File: config.mk
export PLATFORM = sky130hd
export DESIGN_NAME = pipeline_hazard_ctrl
export DESIGN_NICKNAME = d
export VERILOG_FILES = /design/src/rtl/pipeline_ctrl_pkg.sv /design/src/rtl/pipeline_hazard_ctrl_reg_match.sv /design/src/rtl/pipeline_hazard_ctrl.sv
export SDC_FILE = /design/constraint.sdc
export NUM_CORES = 1
export LEC_CHECK = 0
export ABC_CLOCK_PERIOD_IN_PS = 4000
export CAP_MARGIN = 20
export CORE_MARGIN = 2
export CORE_UTILIZATION = 47
export CTS_BUF_LIST = sky130_fd_sc_hd__clkbuf_4
export CTS_CLUSTER_SIZE = 25
export DETAILED_ROUTE_END_ITERATION = 10
export PLACE_DENSITY = 0.9
export SETUP_SLACK_MARGIN = 0.1
export SYNTH_ARGS = -nofsm -noshare
export SYNTH_HDL_FRONTEND = slang
export SYNTH_SLANG_ARGS = --single-unit
File: constraint.sdc
create_clock -name clk -period 4 [get_ports clk]
set_clock_uncertainty 0.15 [all_clocks]
set_input_delay 0.8 -clock clk [delete_from_list [all_inputs] [get_ports clk]]
set_output_delay 0.8 -clock clk [all_outputs]
set_load 0.05 [all_outputs]
File: src/rtl/pipeline_ctrl_pkg.sv
// Shared types for the vector ASIP pipeline hazard controller.
// Forwarding select encoding, vector-memory FSM states and default widths.
package pipeline_ctrl_pkg;

  localparam int REG_IDX_W_DFLT = 4;

  typedef enum logic [1:0] {
    FWD_RF  = 2'b00,
    FWD_MEM = 2'b01,
    FWD_WB  = 2'b10
  } fwd_sel_t;

  typedef enum logic {
    VMEM_IDLE = 1'b0,
    VMEM_BUSY = 1'b1
  } vmem_state_t;

  // The younger producer (MEM) holds the newer value, so it wins.
  function automatic fwd_sel_t fwd_pick(input logic mem_hit,
                                        input logic wb_hit);
    fwd_sel_t sel;
    sel = FWD_RF;
    priority case (1'b1)
      mem_hit: sel = FWD_MEM;
      wb_hit:  sel = FWD_WB;
      default: sel = FWD_RF;
    endcase
    return sel;
  endfunction

endpackage

File: src/rtl/pipeline_hazard_ctrl_reg_match.sv
// One producer stage against one source operand.
// Same register file, live writer, same index; scalar R0 never matches.
module reg_match
  import pipeline_ctrl_pkg::*;
#(
  parameter int W = REG_IDX_W_DFLT
) (
  input  logic         p_valid,
  input  logic         p_wreg,
  input  logic         p_vf,
  input  logic [W-1:0] p_dest,
  input  logic         s_vf,
  input  logic [W-1:0] s_idx,
  output logic         hit
);

  assign hit = p_valid & p_wreg
             & (p_vf == s_vf)
             & (p_dest == s_idx)
             & (s_vf | (s_idx != '0));

endmodule

File: src/rtl/pipeline_hazard_ctrl.sv
// Hazard/sequencing controller for the 5-stage vector ASIP.
// Define FORWARD_EN for EX operand forwarding with load-use-only stalls.
module pipeline_hazard_ctrl
  import pipeline_ctrl_pkg::*;
#(
  parameter int VMEM_CYCLES = 4,
  parameter int REG_IDX_W   = REG_IDX_W_DFLT,
  parameter int PERF_CNT_W  = 16
) (
  input  logic                  clk,
  input  logic                  rst,
  input  logic                  id_valid,
  input  logic                  id_vf,
  input  logic                  id_use1,
  input  logic                  id_use2,
  input  logic [REG_IDX_W-1:0]  id_src1,
  input  logic [REG_IDX_W-1:0]  id_src2,
  input  logic                  ex_valid,
  input  logic                  ex_vf,
  input  logic                  ex_wreg,
  input  logic                  ex_rmem,
  input  logic [REG_IDX_W-1:0]  ex_dest,
  input  logic [REG_IDX_W-1:0]  ex_src1,
  input  logic [REG_IDX_W-1:0]  ex_src2,
  input  logic                  jmp_taken,
  input  logic                  mem_valid,
  input  logic                  mem_vf,
  input  logic                  mem_wreg,
  input  logic                  mem_rmem,
  input  logic                  mem_wmem,
  input  logic [REG_IDX_W-1:0]  mem_dest,
  input  logic                  wb_valid,
  input  logic                  wb_vf,
  input  logic                  wb_wreg,
  input  logic [REG_IDX_W-1:0]  wb_dest,
  output logic                  stall_if,
  output logic                  stall_id,
  output logic                  bubble_ex,
  output logic                  stall_mem,
  output logic                  flush_ifid,
  output logic                  flush_idex,
  output logic [1:0]            fwd_a,
  output logic [1:0]            fwd_b,
  output logic [PERF_CNT_W-1:0] stall_cnt,
  output logic [PERF_CNT_W-1:0] flush_cnt
);

  localparam bit VMEM_STALLS = (VMEM_CYCLES > 1);
  localparam logic [2:0] CNT_INIT =
    VMEM_STALLS ? 3'(VMEM_CYCLES - 2) : 3'd0;

  vmem_state_t state_q, state_d;
  logic [2:0] cnt_q, cnt_d;
  logic [PERF_CNT_W-1:0] stall_cnt_q, stall_cnt_d;
  logic [PERF_CNT_W-1:0] flush_cnt_q, flush_cnt_d;
  logic vmem_stall, vmem_start, raw_hit;
  logic jmp_flush, raw_stall;

  logic [1:0][REG_IDX_W-1:0] id_src;
  logic [1:0] id_use, hit_ex;

  assign id_src = {id_src2, id_src1};
  assign id_use = {id_use2, id_use1};

  for (genvar s = 0; s < 2; s++) begin : g_id_ex
    reg_match #(.W(REG_IDX_W)) u_ex (
      .p_valid(ex_valid), .p_wreg(ex_wreg),
      .p_vf(ex_vf), .p_dest(ex_dest),
      .s_vf(id_vf), .s_idx(id_src[s]),
      .hit(hit_ex[s])
    );
  end

`ifdef FORWARD_EN
  logic [1:0][REG_IDX_W-1:0] ex_src;
  logic [1:0] fw_mem, fw_wb;
  fwd_sel_t sel_a, sel_b;

  assign ex_src = {ex_src2, ex_src1};

  for (genvar s = 0; s < 2; s++) begin : g_fwd
    reg_match #(.W(REG_IDX_W)) u_mem (
      .p_valid(mem_valid), .p_wreg(mem_wreg),
      .p_vf(mem_vf), .p_dest(mem_dest),
      .s_vf(ex_vf), .s_idx(ex_src[s]),
      .hit(fw_mem[s])
    );
    reg_match #(.W(REG_IDX_W)) u_wb (
      .p_valid(wb_valid), .p_wreg(wb_wreg),
      .p_vf(wb_vf), .p_dest(wb_dest),
      .s_vf(ex_vf), .s_idx(ex_src[s]),
      .hit(fw_wb[s])
    );
  end

  assign sel_a = fwd_pick(fw_mem[0], fw_wb[0]);
  assign sel_b = fwd_pick(fw_mem[1], fw_wb[1]);
  assign fwd_a = rst ? 2'b00 : sel_a;
  assign fwd_b = rst ? 2'b00 : sel_b;
  // Only a load result is too late to forward into EX.
  assign raw_hit = id_valid & ex_rmem & |(id_use & hit_ex);
`else
  logic [1:0] hit_mem, hit_wb;
  logic unused_fwd;

  for (genvar s = 0; s < 2; s++) begin : g_id_late
    reg_match #(.W(REG_IDX_W)) u_mem (
      .p_valid(mem_valid), .p_wreg(mem_wreg),
      .p_vf(mem_vf), .p_dest(mem_dest),
      .s_vf(id_vf), .s_idx(id_src[s]),
      .hit(hit_mem[s])
    );
    reg_match #(.W(REG_IDX_W)) u_wb (
      .p_valid(wb_valid), .p_wreg(wb_wreg),
      .p_vf(wb_vf), .p_dest(wb_dest),
      .s_vf(id_vf), .s_idx(id_src[s]),
      .hit(hit_wb[s])
    );
  end

  assign fwd_a = FWD_RF;
  assign fwd_b = FWD_RF;
  assign unused_fwd = ^{ex_src1, ex_src2, ex_rmem};
  assign raw_hit = id_valid
                 & |(id_use & (hit_ex | hit_mem | hit_wb));
`endif

  assign vmem_start = mem_valid & mem_vf
                    & (mem_rmem | mem_wmem) & VMEM_STALLS;

  always_comb begin
    state_d    = state_q;
    cnt_d      = cnt_q;
    vmem_stall = 1'b0;
    unique case (state_q)
      VMEM_IDLE: begin
        if (vmem_start) begin
          vmem_stall = 1'b1;
          cnt_d      = CNT_INIT;
          state_d    = VMEM_BUSY;
        end
      end
      VMEM_BUSY: begin
        vmem_stall = (cnt_q != 3'd0);
        cnt_d      = cnt_q - 3'd1;
        if (cnt_q == 3'd0) begin
          cnt_d   = 3'd0;
          state_d = VMEM_IDLE;
        end
      end
      default: begin
        cnt_d   = 3'd0;
        state_d = VMEM_IDLE;
      end
    endcase
  end

  // A jump flushes ID, so a RAW stall in the same cycle is moot.
  assign jmp_flush = !rst & jmp_taken & !vmem_stall;
  assign raw_stall = !rst & raw_hit & !vmem_stall & !jmp_taken;

  assign stall_mem  = !rst & vmem_stall;
  assign stall_if   = stall_mem | raw_stall;
  assign stall_id   = stall_mem | raw_stall;
  assign bubble_ex  = raw_stall;
  assign flush_ifid = jmp_flush;
  assign flush_idex = jmp_flush;

  assign stall_cnt_d = stall_cnt_q
    + PERF_CNT_W'(stall_if & ~&stall_cnt_q);
  assign flush_cnt_d = flush_cnt_q
    + PERF_CNT_W'(jmp_flush & ~&flush_cnt_q);

  assign stall_cnt = stall_cnt_q;
  assign flush_cnt = flush_cnt_q;

  always_ff @(posedge clk or posedge rst) begin
    if (rst) begin
      state_q     <= VMEM_IDLE;
      cnt_q       <= 3'd0;
      stall_cnt_q <= '0;
      flush_cnt_q <= '0;
    end else begin
      state_q     <= state_d;
      cnt_q       <= cnt_d;
      stall_cnt_q <= stall_cnt_d;
      flush_cnt_q <= flush_cnt_d;
    end
  end

endmodule

# Word level (Yosys, flattened, before mapping)
# Cells that the tools add are included.
op_classes:
  bitwise_logic: 37
  eq_ne: 10
  n_addsub: 3
  n_mux: 7
  reduce_logical: 12
ops:
  columns: ["op", "count"]
  rows:
  - ["16-bit by 1-bit adder with 16-bit output", 2]
  - ["16-bit AND reduction", 2]
  - ["1-bit AND", 29]
  - ["4-bit equality test", 6]
  - ["4-bit nonzero test", 2]
  - ["3-bit two-way mux", 2]
  - ["3-bit case mux with 2 select lines", 1]
  - ["1-bit logical NOT", 5]
  - ["1-bit OR", 4]
  - ["2-bit OR", 2]
  - ["1-bit case mux with 2 select lines", 2]
  - ["1-bit equality test", 3]
  - ["3-bit logical NOT", 1]
  - ["3-bit nonzero test", 1]
  - ["3-bit by 1-bit subtractor with 3-bit output (second input constant)", 1]
  - ["2-bit AND", 1]
  - ["1-bit two-way mux", 2]
  - ["2-bit inequality test (second input constant)", 1]
  - ["2-bit OR reduction", 1]
  - ["1-bit inverter", 1]
word_totals:
  reg_bits: 36

# Depth between registers and ports, before layout
depth:
  word_depth: 15
  depth_mapped: 12
  ltp_nobuf: 11

# By module
# Synthesis repeated with hierarchy kept, for this count alone.
hier_totals:
  cells_unflattened: 212
  hier_area_um2: 2160.8
modules_own_cells:
  columns: ["mod", "area_each_um2", "cells_each", "seq_area_each_um2", "n_inst"]
  rows:
  - ["pipeline_hazard_ctrl", 1702.9, 152, 900.9, 1]
  - ["reg_match", 76.3, 10, 0.0, 6]

# Least setup slack after synthesis
# No wires, ideal clock.
synth_timing:
  path_type: "input to register"
  start: "input port mem_wmem"
  end: "register flush_cnt_q[10] (netlist: flush_cnt[10])"
  required_ps: 3708
  slack_ps: 457
  stages: 11
  t_arrival_ps: 3251
  setup_time_ps: 142
  cell_sequence: "or2_2 > a31oi_4 > a31oi_1 > nor3b_2 > o31a_1 > ha_1 > ha_1 > nand2_1 > nor2_1 > nand2_1 > xnor2_1"
synth_between:
  elab_chain_len: 8
synth_rtl:
  columns: ["element", "line_no", "text"]
  rows:
  - ["start: declaration", "pipeline_hazard_ctrl.sv:30", "input logic mem_wmem,"]
  - ["1-bit OR", "pipeline_hazard_ctrl.sv:129", "& (mem_rmem | mem_wmem) & VMEM_STALLS;"]
  - ["1-bit AND", "pipeline_hazard_ctrl.sv:129", null]
  - ["1-bit two-way mux", "pipeline_hazard_ctrl.sv:137", "if (vmem_start) begin"]
  - ["1-bit case mux with 2 select lines", "pipeline_hazard_ctrl.sv:135", "unique case (state_q)"]
  - ["1-bit logical NOT", "pipeline_hazard_ctrl.sv:159", "assign jmp_flush = !rst & jmp_taken & !vmem_stall;"]
  - ["1-bit AND", "pipeline_hazard_ctrl.sv:159", null]
  - ["via flush_idex", "pipeline_hazard_ctrl.sv:41", "output logic flush_idex,"]
  - ["1-bit AND", "pipeline_hazard_ctrl.sv:172", "+ PERF_CNT_W'(jmp_flush & ~&flush_cnt_q);"]
  - ["16-bit by 1-bit adder with 16-bit output", "pipeline_hazard_ctrl.sv:172", null]
  - ["via flush_cnt_d[10]", "pipeline_hazard_ctrl.sv:55", "logic [PERF_CNT_W-1:0] flush_cnt_q, flush_cnt_d;"]
  - ["end signal: assignment", "pipeline_hazard_ctrl.sv:187", "flush_cnt_q <= flush_cnt_d;"]
  - ["end: declaration", "pipeline_hazard_ctrl.sv:55", null]
# The timed path passes the listed nets, and every way through them passes these cells.
# A chain may end at the register's enable or synchronous reset.

# Worst setup path after layout
layout_timing:
  start: "input port id_vf"
  end: "output port stall_if"
layout_between:
  elab_chain_len: 13
  word_cells_on_any_way: 29
  classes_between: "eq/ne: 3; bitwise: 25; reduce/logical: 1"
layout_rtl:
  columns: ["element", "line_no", "text"]
  rows:
  - ["start: declaration", "pipeline_hazard_ctrl.sv:13", "input logic id_vf,"]
  - ["1-bit equality test", "pipeline_hazard_ctrl_reg_match.sv:18", "& (p_vf == s_vf)"]
  - ["1-bit AND", "pipeline_hazard_ctrl_reg_match.sv:18", null]
  - ["1-bit AND", "pipeline_hazard_ctrl_reg_match.sv:19", "& (p_dest == s_idx)"]
  - ["1-bit AND", "pipeline_hazard_ctrl_reg_match.sv:20", "& (s_vf | (s_idx != '0));"]
  - ["2-bit OR", "pipeline_hazard_ctrl.sv:125", "& |(id_use & (hit_ex | hit_mem | hit_wb));"]
  - ["2-bit OR *", "pipeline_hazard_ctrl.sv:125", null]
  - ["2-bit AND *", "pipeline_hazard_ctrl.sv:125", null]
  - ["2-bit OR reduction *", "pipeline_hazard_ctrl.sv:125", null]
  - ["1-bit AND *", "pipeline_hazard_ctrl.sv:125", null]
  - ["1-bit AND * (3 in series)", "pipeline_hazard_ctrl.sv:160", "assign raw_stall = !rst & raw_hit & !vmem_stall & !jmp_taken;"]
  - ["1-bit OR *", "pipeline_hazard_ctrl.sv:163", "assign stall_if = stall_mem | raw_stall;"]
  - ["end: declaration", "pipeline_hazard_ctrl.sv:36", "output logic stall_if,"]
# Every way passes the cells marked *; elsewhere a longest branch is shown, timed or not.

==> impl_results.md <==
- Status: finished clean
- Detailed Place HPWL: 3807 um
- Row count: 23
- Worst setup EP type: output port
- Via Count: 1,699
- Root Buffer: clkbuf_4
- Clock tree sinks: 36
- Commonest non-fill, non-tap cell in the layout: clkdlybuf4s50_1
- Worst-Skew Late Latency: 340 ps
- Clock Tree Buf Depth: 2
- Leak pwr: 0.001237 uW
- Synth warn: 0
- GRT overflow: 0
- Die width: 69.29 um
- Cells after Synth: 195
- Worst Max-Slew Pin Slew: 520.7 ps
- Layout area overhead: 44.91%
- Vias in the first global route: 1,736
- Reg area: 900.9 sq um
- Final WL: 4764 um
- Slew HR: 65.17%
- Setup_tns: 0 ps
- Final period utilization: 91.58%
- Die area: 4800 sq um
- Worst R2R End: flush_cnt[12]$_DFF_PP0_
- Hold buffers post-CTS: 0
- Slowest-stage cell, CP: clkdlybuf4s50_1
- Placed cell count: 318
- Setup violations, final: 0
- Setup CP Type: input port to output port
- WP data required: 3050 ps
- WHS Path Cells: 1
- Share of cells above drive strength 1: 7.609%
- Arrival time worst endpoint: 2710 ps
- Startpoint Class: input port
- Worst IR Drop VDD: 480.6 uV
- WP depth: 8
- Reg2reg start: state_q$_DFF_PP0_
- Largest net degree at the start of global routing: 37
- CP cell instances: clkdlybuf4s50_1, xnor2_1, and3_1, nand3_1, o21ai_0, a41oi_2, nand2_1, buf_12
- Netlist cell types: 32
- Unrepaired setup endpoints after global routing: no
- Post-synthesis sequential area ratio: 44.97%
- Yosys top cell by area: dfrtp_1
- Post-synth top area share: 44.97%
- Nets: 326
- Max Transition Viols Final: 0
- Post-DRT Antenna Nets: 0
- Tot GR Track Use: 21.36%
- CP max stage delay: 650 ps
- FF-to-FF setup slack: 1530 ps
- Initial antenna violation count: 0
- Yosys reg bits: 36
- DRC: 0
- Hold Path End: flush_cnt[11]$_DFF_PP0_
- Synth top area cells: dfrtp_1, xor2_1, xnor2_1
- Starting density of the core: 49.37%
- Final min period: 3663 ps
- F_max: 0.2730 GHz
- First-pass GRT wire length: 8086 um
- Worst R2R Path Depth: 10
- CP delay by family, top: buffers and inverters
- DR iter-0 viols: 37
- Worst path bufs/invs: 2
- Multi-input gate area: 1042 sq um
- Port Buffers: 75
- Clk slew on worst S/H paths: 100 ps
- HP Class: flip-flop to flip-flop
- Core ar.: 4058 sq um
- DR pass1 iterations: 4
- Wirelength per Cell: 14.61 um
- Setup bufs post-CTS: 0
- Final count of hold timing violations: 0
- Num ports: 89
- FILL cells: 323
- Placer congestion estimate: 0.9444
- Mapped cell area: 2003 sq um
- Antenna diodes: 0
- Vias/cell: 5.212
- Post-CTS sizing: 0
- Worst hold start: flush_cnt[11]$_DFF_PP0_
- CP max FO: 5
- Max Cap Viol: 0
- CTS tree: built
- Pwr dens: 468.4 nW/um^2
- Fin cells: 326
- Die Y-Extent: 69.29 um
- H-tree levels: 2
- TritonCTS Buffers: 5
- Most frequent cells in the layout: clkdlybuf4s50_1, dfrtp_1, xor2_1
- Avg Cell Area, Syn: 10.27 sq um
## cell families (layout without fill, tap and decap cells)
| kind of cell | Yosys count | after routing | share of synthesized area (%) |
|---|---|---|---|
| AND/OR/NAND/NOR | 72 | 72 | 18.24 |
| XOR/XNOR | 55 | 55 | 24.05 |
| flip-flops | 36 | 36 | 44.97 |
| AO/OA/AOI/OAI | 16 | 16 | 6.496 |
| buffers and inverters | 11 | 89 | 3.560 |
| adder cells (fa/ha/maj) | 4 | 4 | 2.499 |
| other | 1 | 4 | 0.1872 |
## through the flow
step | instance area [sq um] | utilization (%) | setup slack [ps] | power, uW | hold WS [ps]
2_1_floorplan | 2014 | - | 456.9 | 909.8 | 324.5
3_3_place_gp | 2846 | 70.15 | 300.9 | 1161 | 324.4
3_5_place_dp | 2846 | 70.15 | 205.1 | 1178 | 329.2
4_1_cts | 2903 | 71.54 | 336.0 | 1373 | 347.8
5_1_grt | 2903 | 71.54 | 210.3 | 1432 | 366.7
6_report | 2903 | 71.54 | 336.7 | 1360 | 345.2
## where the power goes
group	total, uW	internal (uW)	switching (uW)
clock	193	81.0	112
sequential	513	435	77.7
combinational	654	255	399
## cell type report
| type | instances | share of cell area [%] |
|---|---|---|
| multi-input combinational | 151 | 35.91 |
| clock inverter | 1 | 0.1293 |
| clock buffer | 7 | 1.810 |
| sequential | 36 | 31.03 |
| tap | 50 | 2.155 |
| inverter | 4 | 0.5172 |
| timing repair buffer | 77 | 28.45 |
## cell usage after synthesis (all sizes together)
cell type and number:
nor3 2, nor3b 2, buf 7, xnor2 27, inv 4, nor2b 1
ha 4, o21a 1, xor2 28, or4 1, conb 1, nand2 20
a21oi 2, dfrtp 36, a21boi 1, nor4 5, or2 2, nand4 4
a22oi 2, o21ai 5, and3 8, nor2 12, nand3 14, o211ai 1
a31oi 2, a41oi 1, o31a 1, and4 1
## worst max-delay path by stage
| stage | startpoint | endpoint | slack (ps) |
|---|---|---|---|
| 2_1_floorplan | mem_wmem | flush_cnt[10]$_DFF_PP0_ | 460 |
| 3_3_place_gp | id_vf | stall_cnt[10]$_DFF_PP0_ | 300 |
| 3_5_place_dp | id_vf | stall_cnt[10]$_DFF_PP0_ | 210 |
| 4_1_cts | id_vf | stall_id | 340 |
| 5_1_grt | id_vf | stall_id | 210 |
| 6_report | id_vf | stall_if | 340 |
## routing by layer
layer	up-vias	track usage, %	part of all wire [%]
met1	796	25.30	41
met3	13	6.686	8.0
met5	-	0	0
met2	76	34.83	47
li1	814	-	-
met4	0	10.89	3.1
## sequential cells by signal (all words and copies together), names as in the netlist
| register | count |
|---|---|
| flush_cnt | 16 |
| stall_cnt | 16 |
| cnt_q | 3 |
| state_q | 1 |
Power figures use the tool's default switching activity.
